File: src/rtl/chord_voice_scheduler.sv
`default_nettype none
// ============================================================================
// Module   : chord_voice_scheduler
// Brief    : Per-sample sequencer that allocates eight keys onto phase-
//            accumulator voices, shares one increment lookup and one wavetable
//            port between them, and mixes the voices into an 8-bit sample.
// Revision : 1.0 - initial release
// ============================================================================
module chord_voice_scheduler #(
    parameter int NUM_VOICES = 4,
    parameter int PHASE_W    = 16,
    parameter int SAMPLE_DIV = 1024
) (
    input  logic                  clk,
    input  logic                  rst_n,
    input  logic                  t0,
    input  logic                  t1,
    input  logic                  t2,
    input  logic                  t3,
    input  logic                  t4,
    input  logic                  t5,
    input  logic                  t6,
    input  logic                  t7,
    output logic [2:0]            inc_key,
    input  logic [PHASE_W-1:0]    inc_val,
    output logic                  rom_req,
    output logic [7:0]            rom_addr,
    input  logic                  rom_ack,
    input  logic [7:0]            rom_data,
    output logic [7:0]            wave,
    output logic [NUM_VOICES-1:0] voice_active,
    output logic                  overrun
);

    localparam int c_vw    = $clog2(NUM_VOICES);
    localparam int c_acc_w = 8 + c_vw;
    localparam int c_cnt_w = $clog2(SAMPLE_DIV);
    localparam logic [c_cnt_w-1:0] c_cnt_last = c_cnt_w'(SAMPLE_DIV - 1);

    typedef enum logic [2:0] {
        S_IDLE     = 3'd0,
        S_LISTEN   = 3'd1,
        S_GET_FREQ = 3'd2,
        S_READ     = 3'd3,
        S_SUM      = 3'd4,
        S_PLAY     = 3'd5
    } state_t;

    state_t                               state_q, state_d;
    logic [c_cnt_w-1:0]                   cnt_q, cnt_d;
    logic                                 pending_q, pending_d;
    logic                                 overrun_q, overrun_d;
    logic [7:0]                           key_meta_q, key_meta_d;
    logic [7:0]                           key_sync_q, key_sync_d;
    logic [NUM_VOICES-1:0]                active_q, active_d;
    logic [NUM_VOICES-1:0][2:0]           vkey_q, vkey_d;
    logic [NUM_VOICES-1:0][PHASE_W-1:0]   phase_q, phase_d;
    logic [3:0]                           step_q, step_d;
    logic [c_acc_w-1:0]                   acc_q, acc_d;
    logic [7:0]                           sum_q, sum_d;
    logic [7:0]                           wave_q, wave_d;
    logic                                 rom_req_q, rom_req_d;
    logic [7:0]                           rom_addr_q, rom_addr_d;

    logic                                 w_tick;
    logic [7:0]                           w_keys;
    logic [2:0]                           w_scan_key;
    logic                                 w_owned;
    logic                                 w_free_found;
    logic [c_vw-1:0]                      w_free_idx;
    logic [c_vw-1:0]                      w_vidx;
    logic [c_vw:0]                        w_n_inact;

    assign w_tick = (cnt_q == c_cnt_last);
    assign w_keys = {t7, t6, t5, t4, t3, t2, t1, t0};

    always_comb begin
        state_d      = state_q;
        cnt_d        = w_tick ? '0 : cnt_q + 1'b1;
        pending_d    = pending_q;
        overrun_d    = overrun_q;
        key_meta_d   = w_keys;
        key_sync_d   = key_meta_q;
        active_d     = active_q;
        vkey_d       = vkey_q;
        phase_d      = phase_q;
        step_d       = step_q;
        acc_d        = acc_q;
        sum_d        = sum_q;
        wave_d       = wave_q;
        rom_req_d    = rom_req_q;
        rom_addr_d   = rom_addr_q;
        inc_key      = '0;
        w_scan_key   = 3'(step_q - 4'd1);
        w_vidx       = step_q[c_vw-1:0];
        w_owned      = 1'b0;
        w_free_found = 1'b0;
        w_free_idx   = '0;
        w_n_inact    = '0;

        for (int v = 0; v < NUM_VOICES; v++) begin
            if (active_q[v] && (vkey_q[v] == w_scan_key)) w_owned = 1'b1;
            if (!active_q[v]) w_n_inact = w_n_inact + (c_vw+1)'(1);
        end
        for (int v = NUM_VOICES - 1; v >= 0; v--) begin
            if (!active_q[v]) begin
                w_free_found = 1'b1;
                w_free_idx   = c_vw'(v);
            end
        end

        // A tick that lands mid-sequence is remembered once; further ticks are lost.
        if (w_tick && (state_q != S_IDLE)) begin
            overrun_d = 1'b1;
            pending_d = 1'b1;
        end

        case (state_q)
            S_IDLE: begin
                if (w_tick || pending_q) begin
                    pending_d = 1'b0;
                    step_d    = '0;
                    state_d   = S_LISTEN;
                end
            end
            S_LISTEN: begin
                if (step_q == 4'd0) begin
                    for (int v = 0; v < NUM_VOICES; v++) begin
                        if (active_q[v] && !key_sync_q[vkey_q[v]]) active_d[v] = 1'b0;
                    end
                end else if (key_sync_q[w_scan_key] && !w_owned && w_free_found) begin
                    active_d[w_free_idx] = 1'b1;
                    vkey_d[w_free_idx]   = w_scan_key;
                    phase_d[w_free_idx]  = '0;
                end
                if (step_q == 4'd8) begin
                    step_d  = '0;
                    state_d = S_GET_FREQ;
                end else begin
                    step_d = step_q + 4'd1;
                end
            end
            S_GET_FREQ: begin
                if (active_q[w_vidx]) begin
                    inc_key         = vkey_q[w_vidx];
                    phase_d[w_vidx] = phase_q[w_vidx] + inc_val;
                end
                if (step_q == 4'(NUM_VOICES - 1)) begin
                    step_d  = '0;
                    // Silent voices contribute midscale so the mix stays centred.
                    acc_d   = c_acc_w'(w_n_inact) << 7;
                    state_d = S_READ;
                end else begin
                    step_d = step_q + 4'd1;
                end
            end
            S_READ: begin
                if (rom_req_q) begin
                    if (rom_ack) begin
                        acc_d     = acc_q + c_acc_w'(rom_data);
                        rom_req_d = 1'b0;
                        step_d    = step_q + 4'd1;
                    end
                end else if (step_q == 4'(NUM_VOICES)) begin
                    state_d = S_SUM;
                end else if (active_q[w_vidx]) begin
                    rom_req_d  = 1'b1;
                    rom_addr_d = phase_q[w_vidx][PHASE_W-1 -: 8];
                end else begin
                    step_d = step_q + 4'd1;
                end
            end
            S_SUM: begin
                sum_d   = acc_q[c_acc_w-1:c_vw];
                state_d = S_PLAY;
            end
            S_PLAY: begin
                wave_d  = sum_q;
                state_d = S_IDLE;
            end
            default: state_d = S_IDLE;
        endcase
    end

    always_ff @(posedge clk or negedge rst_n) begin
        if (!rst_n) begin
            state_q    <= S_IDLE;
            cnt_q      <= '0;
            pending_q  <= 1'b0;
            overrun_q  <= 1'b0;
            key_meta_q <= '0;
            key_sync_q <= '0;
            active_q   <= '0;
            vkey_q     <= '0;
            phase_q    <= '0;
            step_q     <= '0;
            acc_q      <= '0;
            sum_q      <= 8'h80;
            wave_q     <= 8'h80;
            rom_req_q  <= 1'b0;
            rom_addr_q <= '0;
        end else begin
            state_q    <= state_d;
            cnt_q      <= cnt_d;
            pending_q  <= pending_d;
            overrun_q  <= overrun_d;
            key_meta_q <= key_meta_d;
            key_sync_q <= key_sync_d;
            active_q   <= active_d;
            vkey_q     <= vkey_d;
            phase_q    <= phase_d;
            step_q     <= step_d;
            acc_q      <= acc_d;
            sum_q      <= sum_d;
            wave_q     <= wave_d;
            rom_req_q  <= rom_req_d;
            rom_addr_q <= rom_addr_d;
        end
    end

    assign rom_req      = rom_req_q;
    assign rom_addr     = rom_addr_q;
    assign wave         = wave_q;
    assign voice_active = active_q;
    assign overrun      = overrun_q;

endmodule
`default_nettype wire

File: config.mk
export PLATFORM = sky130hd
export DESIGN_NAME = chord_voice_scheduler
export DESIGN_NICKNAME = d
export VERILOG_FILES = /design/src/rtl/chord_voice_scheduler.sv
export SDC_FILE = /design/constraint.sdc
export NUM_CORES = 1
export LEC_CHECK = 0
export ABC_AREA = 1
export CORE_ASPECT_RATIO = 1.25
export CORE_MARGIN = 10
export CORE_UTILIZATION = 40
export DETAILED_ROUTE_END_ITERATION = 10
export GPL_TIMING_DRIVEN = 0
export PLACE_DENSITY_LB_ADDON = 0.12
export REMOVE_ABC_BUFFERS = 1
export SLEW_MARGIN = 15
export SYNTH_ARGS = -nofsm -noshare
export SYNTH_HDL_FRONTEND = slang
export SYNTH_SLANG_ARGS = --single-unit
File: constraint.sdc
create_clock -name clk -period 3.18 [get_ports clk]
set_input_delay 0.318 -clock clk [delete_from_list [all_inputs] [get_ports clk]]
set_output_delay 0.318 -clock clk [all_outputs]
set_load 0.02 [all_outputs]
==> results.md <==
- Status: finished, final reports clean
- Synth cell types: 40
- Post-Synth Simple-Gate Area: approximately 36%
- Slowest cell on the critical path: dfrtp_4
- Power Density: roughly 380 nW/um^2
- Design Power: 4.22 mW
- Period minus WS final: 2.98 ns
- First-pass GRT wire length: 48200 um
- Post-synthesis compound-gate area fraction: 9.81%
- Syn_area_per_cell: 6.95 sq um
- Worst vdd ir: 0.000380 V
- Final-report setup violation count: 0
- Leading area contributor after synthesis: dfrtp_1
- Die ar.: 30500 sq um
- P&R area growth vs syn: 15.9%
- Cell mode on critical path: nand2_1
- Max-slew violations: 0
- Number of instances in the placed design: 1675
- Diodes inserted: 0
- Remaining antenna violation count: 0
- DRT iter0 DRCs: 671
- Setup WS pre-CTS: -2.03 ns
- Core Box Area: about 24000 sq um
- Clock sinks: 150
- Die height: 193 um
- Area share of the largest cell type after synthesis: 38.7%
- GR Util All Layers: between 20% and 30%
- Worst-path fanout max: 11
- Leak Pwr: 5.48 nW
- Adder-cell share of the synthesized area: 4.74%
- Routed vias: 9209
- Area share of xor/xnor cells in the synthesized design: under 10%
- TritonCTS Buffers: 17
- Fin util: 46.9%
- Drt first pass iters: 5
- Sequential fraction of the synthesis area: around two fifths
- Fmax: about 340 MHz
- Post-Layout Cell Count: 1719
- Drt total wl: 30500 um
- Proportion of layout cells with a drive suffix above 1: 6.59%
- Vias/cell: 5.36
- Hold Vio Cnt, Final: 0
- Clock skew: 0.0105 ns
- DR WL/cell: 17.7 um
- Clock slew seen by the registers of the worst setup and hold paths: roughly 0.07 ns
- RSZ-0062 raised after global routing: false
- Clk_lat worst skew: between 0.4 and 0.5 ns
- CP required: 3.56 ns
- Largest net degree at the start of global routing: 78
- Initial core utilization: 40.4%
- Critical path cell sequence: buf_4, clkinvlp_4, o21ai_0, o22ai_1, ha_1, nand2_1, inv_1, nand2_1, nand2_1, a21oi_1, nand2_1, nand2_1, nand3_1, nand2_1, nand3_1, nand2_1
- Layout Nets: 1484
- Final Wtd Congestion: 0.871
- H-tree Lvls: 4
- Most frequent cells in the layout: nand2_1 (459), nand3_1 (227), dfrtp_1 (146)
- I/O pins: 60
- Largest family of logic cells by synthesized area: simple AND/OR/NAND/NOR gates
- Crit path DAT: 3.36 ns
- Post-route setup slack: roughly 0.2 ns
- Port bufs: 59
- Classification of the worst setup path: flop to flop
- Delay of the slowest cell on the worst path: 0.56 ns
- Commonest non-fill, non-tap cell in the layout: nand2_1
- Final instance area: 11100 sq um
- Register bit total from synthesis: 150
- GRT overflow: 0
- DP Area: 10300 sq um
- Mux cell area share after synthesis: 0.942%
- Final worst hold slack: 0.309 ns
- Initial antenna violation count: 0
- CTS tree: done
- Worst setup SP type: flop
- CTS root buffer: clkbuf_16
- TNS Setup: 0 ns
- Number of global-route vias before repair: 8865
- Clk buf depth: 2
- DP HPWL: around 19000 um
- Largest cells by area after synthesis: dfrtp_1 (39%), nand2_1 (18%), nand3_1 (12%), o21ai_0 (5.4%), inv_1 (4.7%)
- Gate Count Post-Synth: 1375
- Max_cap viols: 0
- Slew margin rel.: 17.0%
- Worst-margin pin slew: 1.24 ns
- Detailed-route DRC error count: 0
- Cell Rows: 63
- Mapped Area: 9560 sq um
- Die W: 158 um
- Critical Path Sink Type: flop
- Period utilization: 93.7%
- Min-delay worst type: primary input to flop
- Syn. warnings: 0
-- logic make-up after synthesis --
logic type      after synthesis
compound gates              175
xor+xnor                     11
fa+ha+maj                    35
buf+inv                     182
flops                       150
mux                           8
simple gates                814
-- where the power goes --
group | internal [mW] | switching (mW) | total, mW
clock network | 1.10 | 0.924 | 2.02
registers | 1.92 | 0.00993 | 1.93
logic | 0.101 | 0.169 | 0.269
-- per-layer routing --
metal / wire length [um] / track usage [%]
met1: 13200 / 25.1
met2: 15100 / 34.6
met5: 0 / 0
met3: 1280 / 3.19
met4: 868 / 8.35
-- final timing paths --
path,slack [ns],startpoint,cells past startpoint,endpoint
setup / recovery,0.20,step_q[1]$_DFFE_PN0P_,16,phase_q[62]$_DFFE_PN0P_
hold / removal,0.31,t1,1,key_meta_q[1]$_DFF_PN0_
setup reg to reg,0.20,step_q[1]$_DFFE_PN0P_,16,phase_q[62]$_DFFE_PN0P_
hold reg to reg,0.35,key_meta_q[2]$_DFF_PN0_,0,key_sync_q[2]$_DFF_PN0_
max in group asynchronous,1.91,rst_n,3,sum_q[7]$_DFFE_PN1P_
min in group asynchronous,0.45,rst_n,2,key_meta_q[3]$_DFF_PN0_
-- synth_stat cells --
cell type,number
a211oi_1,1
a21o_1,1
a21oi_1,36
a22o_1,2
a22oi_1,3
a31oi_1,4
and2_1,3
buf_2,13
buf_4,5
buf_6,6
buf_8,2
clkbuf_1,28
clkinv_1,2
dfrtp_1,148
dfstp_2,2
fa_1,2
ha_1,33
inv_1,120
inv_2,6
mux2_2,8
nand2_1,461
nand2_2,7
nand2_4,1
nand3_1,227
nand3_2,1
nand4_1,13
nor2_1,90
nor2_2,2
nor2_4,1
nor3_1,1
nor4_1,2
o211ai_1,1
o21a_1,1
o21ai_0,103
o21ai_2,1
o21bai_1,1
o22ai_1,21
or2_2,5
xnor2_1,4
xor2_1,7
-- worst max-delay path: cells and delay by family, from the launching register on --
family,cells,cell delay (ns)
buf+inv,3,0.48
simple gates,9,0.83
fa+ha+maj,1,0.37
compound gates,3,0.67
flops,1,0.56
-- sequential cells by signal, summed over array words and instances (netlist names) --
name / count
voice_active: 4
acc_q: 10
key_sync_q: 8
key_meta_q: 8
state_q: 3
step_q: 4
phase_q: 64
vkey_q: 12
rom_addr: 8
overrun: 1
cnt_q: 10
wave: 8
sum_q: 8
pending_q: 1
rom_req: 1
-- layout make-up --
class / count / area (sq um)
Clock inverter: 15 / 144
Fill cell: 2462 / 12600
Timing Repair Buffer: 70 / 744
Timing Repair inverter: 1 / 7.51
Multi-Input combinational cell: 1046 / 5140
Inverter: 128 / 497
Clock buffer: 17 / 425
Sequential cell: 150 / 3760
Tap cell: 292 / 365
-- what timing repair did --
action / CTS / global route
hold buffers: 1 / 0
pin swaps: 2 / 0
setup endpoints to repair: 98 / 70
endpoints found under the hold margin: 73 / 0
buffers inserted: 3 / 4
cloned: 4 / 0
gates resized for setup: 20 / 8
Power figures use the tool's default switching activity.
